<file path="src/rtl/conv_fir_ci_pkg.sv">
// Shared types and the rounding/saturation helper for the FIR custom instruction.
package conv_ci_pkg;

  typedef enum logic [1:0] {
    OP_FILTER    = 2'd0,
    OP_LOAD_COEF = 2'd1,
    OP_CLEAR     = 2'd2,
    OP_READ_TAP  = 2'd3
  } op_e;

  typedef enum logic [1:0] {
    ST_IDLE  = 2'd0,
    ST_MAC   = 2'd1,
    ST_ROUND = 2'd2,
    ST_DONE  = 2'd3
  } state_e;

  // Round half up, arithmetic shift right, then clamp to a signed 'width'-bit
  // range. The accumulator is passed pre-sign-extended to 64 bits so one
  // function serves any ACC_W up to 64.
  function automatic logic signed [31:0] sat_round(input logic signed [63:0] acc,
                                                   input int shift,
                                                   input int width);
    logic signed [63:0] r, hi, lo;
    r  = (shift > 0) ? acc + (64'sd1 <<< (shift - 1)) : acc;
    r  = r >>> shift;
    hi = (64'sd1 <<< (width - 1)) - 64'sd1;
    lo = -(64'sd1 <<< (width - 1));
    if (r > hi)      r = hi;
    else if (r < lo) r = lo;
    return 32'(r);
  endfunction

endpackage

</file>
<file path="src/rtl/conv_fir_ci_if.sv">
// Nios II custom-instruction port bundle (clock enable, handshake, operands, result).
interface conv_fir_ci_if;
  logic        clk_en;
  logic        start;
  logic [1:0]  n;
  logic [31:0] dataa;
  logic [31:0] datab;
  logic [31:0] result;
  logic        done;

  modport master (output clk_en, start, n, dataa, datab, input result, done);
  modport slave  (input clk_en, start, n, dataa, datab, output result, done);
endinterface

</file>
<file path="src/rtl/conv_fir_ci_mac.sv">
// Registered signed multiply-accumulate: acc += sample*coef when enabled.
module conv_mac_unit #(
  parameter int DATA_W = 16,
  parameter int COEF_W = 16,
  parameter int ACC_W  = 40
) (
  input  logic                     clk,
  input  logic                     reset,
  input  logic                     clr_i,
  input  logic                     en_i,
  input  logic signed [DATA_W-1:0] sample_i,
  input  logic signed [COEF_W-1:0] coef_i,
  output logic signed [ACC_W-1:0]  acc_o
);
  localparam int PW = DATA_W + COEF_W;

  logic signed [PW-1:0]    prod;
  logic signed [ACC_W-1:0] acc_q, acc_d;

  // Full-precision product, sign-extended into the accumulator width.
  assign prod  = PW'(sample_i) * PW'(coef_i);
  assign acc_d = acc_q + ACC_W'(prod);
  assign acc_o = acc_q;

  // Accumulator register; clear wins over accumulate.
  always_ff @(posedge clk or posedge reset) begin
    if (reset)      acc_q <= '0;
    else if (clr_i) acc_q <= '0;
    else if (en_i)  acc_q <= acc_d;
  end
endmodule

</file>
<file path="src/rtl/conv_fir_ci.sv">
// FIR convolution custom instruction: delay line, coefficient store, opcode
// decode and sequencing FSM around a single shared MAC.
module conv_fir_ci
  import conv_ci_pkg::*;
#(
  parameter int DATA_W    = 16,
  parameter int COEF_W    = 16,
  parameter int TAPS      = 32,
  parameter int ACC_W     = 40,
  parameter int OUT_SHIFT = 15
) (
  input  logic        clk,
  input  logic        reset,
  conv_fir_ci_if.slave ci
);
  localparam int IDX_W = (TAPS > 1) ? $clog2(TAPS) : 1;

  state_e                   state_q, state_d;
  logic [IDX_W-1:0]         cnt_q, cnt_d;
  logic [31:0]              result_q, result_d;
  logic signed [DATA_W-1:0] tap_q  [TAPS];
  logic signed [COEF_W-1:0] coef_q [TAPS];
  logic signed [ACC_W-1:0]  acc;
  logic [IDX_W-1:0]         idx;
  op_e                      op;
  logic shift_en, clr_taps, coef_we, mac_clr, mac_en;
  logic unused_bits;

  // Index is taken modulo TAPS simply by dropping the upper datab bits.
  assign idx         = ci.datab[IDX_W-1:0];
  assign op          = op_e'(ci.n);
  assign unused_bits = ^{ci.dataa, ci.datab};

  // Next-state and datapath control; every output defaulted first.
  always_comb begin
    state_d  = state_q;
    cnt_d    = cnt_q;
    result_d = result_q;
    shift_en = 1'b0;
    clr_taps = 1'b0;
    coef_we  = 1'b0;
    mac_clr  = 1'b0;
    mac_en   = 1'b0;
    case (state_q)
      ST_IDLE: begin
        if (ci.start) begin
          case (op)
            OP_FILTER: begin
              shift_en = 1'b1;
              mac_clr  = 1'b1;
              cnt_d    = '0;
              state_d  = ST_MAC;
            end
            OP_LOAD_COEF: begin
              coef_we  = 1'b1;
              result_d = '0;
              state_d  = ST_DONE;
            end
            OP_CLEAR: begin
              clr_taps = 1'b1;
              result_d = '0;
              state_d  = ST_DONE;
            end
            default: begin
              result_d = 32'(tap_q[idx]);
              state_d  = ST_DONE;
            end
          endcase
        end
      end
      ST_MAC: begin
        mac_en = 1'b1;
        cnt_d  = cnt_q + 1'b1;
        if (cnt_q == IDX_W'(TAPS - 1)) state_d = ST_ROUND;
      end
      ST_ROUND: begin
        result_d = sat_round(64'(acc), OUT_SHIFT, DATA_W);
        state_d  = ST_DONE;
      end
      default: state_d = ST_IDLE;
    endcase
  end

  // FSM, tap counter and result register; frozen while clk_en is low.
  always_ff @(posedge clk or posedge reset) begin
    if (reset) begin
      state_q  <= ST_IDLE;
      cnt_q    <= '0;
      result_q <= '0;
    end else if (ci.clk_en) begin
      state_q  <= state_d;
      cnt_q    <= cnt_d;
      result_q <= result_d;
    end
  end

  // Delay line: newest sample enters at tap 0, oldest falls off the end.
  always_ff @(posedge clk or posedge reset) begin
    if (reset) begin
      for (int i = 0; i < TAPS; i++) tap_q[i] <= '0;
    end else if (ci.clk_en) begin
      if (clr_taps) begin
        for (int i = 0; i < TAPS; i++) tap_q[i] <= '0;
      end else if (shift_en) begin
        tap_q[0] <= ci.dataa[DATA_W-1:0];
        for (int i = 1; i < TAPS; i++) tap_q[i] <= tap_q[i-1];
      end
    end
  end

  // Coefficient store, written one entry per LOAD_COEF.
  always_ff @(posedge clk or posedge reset) begin
    if (reset) begin
      for (int i = 0; i < TAPS; i++) coef_q[i] <= '0;
    end else if (ci.clk_en && coef_we) begin
      coef_q[idx] <= ci.dataa[COEF_W-1:0];
    end
  end

  conv_mac_unit #(.DATA_W(DATA_W), .COEF_W(COEF_W), .ACC_W(ACC_W)) u_mac (
    .clk      (clk),
    .reset    (reset),
    .clr_i    (ci.clk_en & mac_clr),
    .en_i     (ci.clk_en & mac_en),
    .sample_i (tap_q[cnt_q]),
    .coef_i   (coef_q[cnt_q]),
    .acc_o    (acc)
  );

  // done is masked by clk_en so a stalled DONE cycle never reports twice.
  assign ci.result = result_q;
  assign ci.done   = ci.clk_en & (state_q == ST_DONE);
endmodule

</file>
<file path="src/flat_wrapper.sv">
// flat-port wrapper written by rule: the top's interface ports become plain ports
module conv_fir_ci_flat import conv_ci_pkg::*;
#(
  parameter int DATA_W    = 16,
  parameter int COEF_W    = 16,
  parameter int TAPS      = 32,
  parameter int ACC_W     = 40,
  parameter int OUT_SHIFT = 15
)
  (clk, reset, ci_clk_en, ci_start, ci_n, ci_dataa, ci_datab, ci_result, ci_done);
  conv_fir_ci_if ci_i ();
  input  logic clk;
  input  logic reset;
  input wire logic [$bits(ci_i.clk_en)-1:0] ci_clk_en;
  input wire logic [$bits(ci_i.start)-1:0] ci_start;
  input wire logic [$bits(ci_i.n)-1:0] ci_n;
  input wire logic [$bits(ci_i.dataa)-1:0] ci_dataa;
  input wire logic [$bits(ci_i.datab)-1:0] ci_datab;
  output wire logic [$bits(ci_i.result)-1:0] ci_result;
  output wire logic [$bits(ci_i.done)-1:0] ci_done;
  assign ci_i.clk_en = ci_clk_en;
  assign ci_i.start = ci_start;
  assign ci_i.n = ci_n;
  assign ci_i.dataa = ci_dataa;
  assign ci_i.datab = ci_datab;
  assign ci_result = ci_i.result;
  assign ci_done = ci_i.done;
  conv_fir_ci #(.DATA_W(DATA_W), .COEF_W(COEF_W), .TAPS(TAPS), .ACC_W(ACC_W), .OUT_SHIFT(OUT_SHIFT)) u_core (.clk(clk), .reset(reset), .ci(ci_i));
endmodule
</file>
<file path="config.mk">
export PLATFORM = sky130hd
export DESIGN_NAME = conv_fir_ci_flat
export DESIGN_NICKNAME = d
export VERILOG_FILES = /design/src/rtl/conv_fir_ci_pkg.sv /design/src/rtl/conv_fir_ci_if.sv /design/src/rtl/conv_fir_ci_mac.sv /design/src/rtl/conv_fir_ci.sv /design/src/flat_wrapper.sv
export SDC_FILE = /design/constraint.sdc
export NUM_CORES = 2
export LEC_CHECK = 0
export BUFFER_PORTS_ARGS = -buffer_cell sky130_fd_sc_hd__buf_4
export CAP_MARGIN = 20
export CORE_ASPECT_RATIO = 1.75
export CORE_MARGIN = 10
export CORE_UTILIZATION = 55
export DETAILED_ROUTE_END_ITERATION = 6
export GPL_ROUTABILITY_DRIVEN = 0
export GPL_TIMING_DRIVEN = 0
export HOLD_SLACK_MARGIN = 0.02
export PLACE_DENSITY = 0.71
export SYNTH_ARGS = -nofsm -noshare
export SYNTH_HDL_FRONTEND = slang
export SYNTH_SLANG_ARGS = --single-unit
</file>
<file path="constraint.sdc">
create_clock -name clk -period 85.7 [get_ports clk]
set_input_delay 12.855 -clock clk [delete_from_list [all_inputs] [get_ports clk]]
set_output_delay 12.855 -clock clk [all_outputs]
set_load 0.05 [all_outputs]
</file>
==> results.toml <==
[timing]
slew_headroom = -0.0150
timing.setup.tns_ns = 0
fmax_mhz = 38.2
rsz0062_at_grt = "no"
worst_pin_slew_ns = 1.52
final_hold_viol_count = 0
skew_ns = 0.0430
slew_violations = 1
period_needed_ns = 26.20
finalSetupViolations = 0
period_share = 0.306

[clock_network]
ctsResizeCount = 0
cts.htree.levels = 3
clock_sink_count = 1097
cts.clk_slew.worst_paths_ns = 0.06
numCtsBuffers = 95
clock_latency_ns = 0.76
max-clock-path-buffers = 3
cts_hold_buffers = 0
cts_tree = "yes"
post_cts_buffers = 0
ctsRootBufferMaster = "clkbuf_16"

[die]
ioPinCount = 103
initial_core_util = 0.555
die_area_um2 = 133000
rows = 166
die_y_um = 475
core_um2 = 117000
fp.dieW_um = 280

[yosys]
synth_top_cell_by_area = "dfrtp_1"
syn_area_um2 = 65000
synthArstFlopShare = 1.00
synth_edf_count = 0
syn-num-nets = 5338
ys_seq_area_frac = 0.422
synth_ff_type = "dfrtp_1"
synth_most_common_cell = "dfrtp_1"
yosys_warnings = 0
synthTopCellsByArea = "dfrtp_1, mux4_2, fa_1, mux2_2, a22o_1"
synth-seq-cells = 1097
synth.distinct_cells = 80
synth_top_area_frac = 0.422
avgSynthCellArea_um2 = 13.5
synthCells = 4812
ys_top_cells_by_count = "dfrtp_1, a22o_1, mux2_2, mux4_2, inv_1"

[critical_path]
critical_path_class = "primary input to primary output"
crit_required_ns = 72.85
arrival_ns = 13.34
cp_max_fo = 9
startpoint_type = "primary input"
cp_cell_sequence = "buf_4, and2_1, buf_4"
cp.depth = 3
crit_family = "buffers and inverters"
crit_slowest_cell = "buf_4"
slowest_delay_ns = 0.19
cp.buffers_inverters = 2
crit_start = "ci_clk_en"
r2r_cells = 29
path_common_cell = "buf_4"
r2r_start = "u_core.cnt_q[1]"
endpoint_kind = "primary output"

[placement]
portBuffers = 58
place_area_um2 = 68000
place_hpwl_um = 181000

[status]
violations = "DRC, slew limit"
status = "finished, violations left"

[hold_path]
min_path_type = "register to register"
holdCritStartpoint = "u_core.coef_q[84]"
worst_hold_path.num_cells = 1

[detailed_routing]
drc = 102
wire_per_inst_um = 38.7
dr.pass1.iters = 7
ant_nets = 0
vias = 47400
drt_wl_total_um = 257000
vias_per_cell = 7.15
drt_iter0_markers = 5524

[pwr]
ir_drop_uv = 17.9
switching_share = 0.372
comb_power_share = 0.312
leakage_nw = 33.3
power.switching_w = 0.000559
p_per_area_nw_per_um2 = 21.1
seq_power_share = 0.383
p_int_w = 0.000945
pwr-share-clk = 0.305

[global_routing]
overflow = 0
grt_pass1_vias = 49000
grt_max_degree = 133
antenna_found_initial = 55
grt_usage = 0.401
grt_pass1_wl_um = 369000

[finish]
drive_gt1_frac = 0.278
final_util = 0.610
ff_latch_area_um2 = 27500
area_growth_pct = 9.82
fin_nets = 5536
nFillCells = 9223
stdcell_area_um2 = 71400
multiInputGateArea_um2 = 34200

[run]
cap_violations = 0
path summary, 6_finish.rpt:
path | slack, ns | endpoint
max in group asynchronous | 71.38 | u_core.coef_q[502]
min in group asynchronous | 12.13 | u_core.tap_q[11]
hold reg to reg | 0.50 | u_core.coef_q[84]
setup / recovery | 59.50 | ci_done
hold / removal | 0.50 | u_core.coef_q[84]
setup reg to reg | 74.49 | u_core.u_mac.acc_o[36]
sequential cells by signal (all words and copies together), names as in the netlist:
name and flops:
u_core.ci.result 26, u_core.u_mac.acc_o 40, u_core.tap_q 512, u_core.state_q 2, u_core.cnt_q 5, u_core.coef_q 512
metal layers:
layer,global-route usage,share of wire
met2,0.617,0.46
met3,0.200,0.12
met4,0.380,0.12
met1,0.381,0.29
met5,0.0593,0.0051
layout make-up:
| cell class | count | share of cell area |
|---|---|---|
| repair buffers | 101 | 0.0164 |
| clock buffers | 125 | 0.0379 |
| well taps | 1512 | 0.0265 |
| plain buffers | 381 | 0.0251 |
| inverters | 446 | 0.0235 |
| flip-flops and latches | 1097 | 0.384 |
| diodes | 34 | 0.00119 |
| multi-input cells | 2888 | 0.478 |
| clock inverters | 44 | 0.00673 |
stage by stage:
| step | hold WS [ns] | instances | total power [W] | setup WS, ns |
|---|---|---|---|---|
| final | 0.504 | 6628 | 0.00150 | 59.50 |
| after global routing | 0.513 | 6607 | 0.00154 | 59.48 |
| after CTS | 0.505 | 6583 | 0.00148 | 59.50 |
| after detailed placement | 0.490 | 6414 | 0.00103 | 59.50 |
| after global placement | 0.479 | 6382 | 0.00101 | 31.17 |
| after floorplan | 0.456 | 4812 | 0.000848 | 41.96 |
logic make-up after synthesis:
| kind of cell | after synthesis | share of synthesized area |
|---|---|---|
| adder cells (fa/ha/maj) | 456 | 0.126 |
| XOR/XNOR | 53 | 0.00714 |
| buffers and inverters | 827 | 0.0532 |
| multiplexers | 997 | 0.251 |
| AO/OA/AOI/OAI | 833 | 0.103 |
| AND/OR/NAND/NOR | 549 | 0.0376 |
| flip-flops | 1097 | 0.422 |
power by group through the flow:
stage / clock, W / sequential (W) / combinational [W]
2_1_floorplan: 0 / 0.000592 / 0.000256
3_3_place_gp: 0 / 0.000583 / 0.000431
3_5_place_dp: 0 / 0.000582 / 0.000444
4_1_cts: 0.000457 / 0.000573 / 0.000446
5_1_grt: 0.000478 / 0.000577 / 0.000484
6_report: 0.000459 / 0.000576 / 0.000469
layout by cell type, fill, tap and decap left out, types with 13 or more instances in the layout:
cell type and count:
o22ai_1 13, nand2b_1 19, o21ai_0 58, fa_1 330, buf_4 101, xnor2_1 38, mux2i_1 16, nor2_1 217
xor2_1 15, clkbuf_1 237, nand3_1 33, a21o_1 20, nor3_1 15, buf_8 23, dfrtp_1 1097, buf_2 79
diode_2 34, a221oi_1 13, mux2i_4 13, ha_1 126, clkbuf_8 15, a22oi_1 43, mux2_2 523, buf_6 13
nand2_1 177, inv_1 430, buf_1 23, inv_2 15, mux4_2 441, clkinv_2 26, a22o_1 531, a21oi_1 63
clkbuf_16 98
Note: power is estimated with default switching activity, not from simulation.
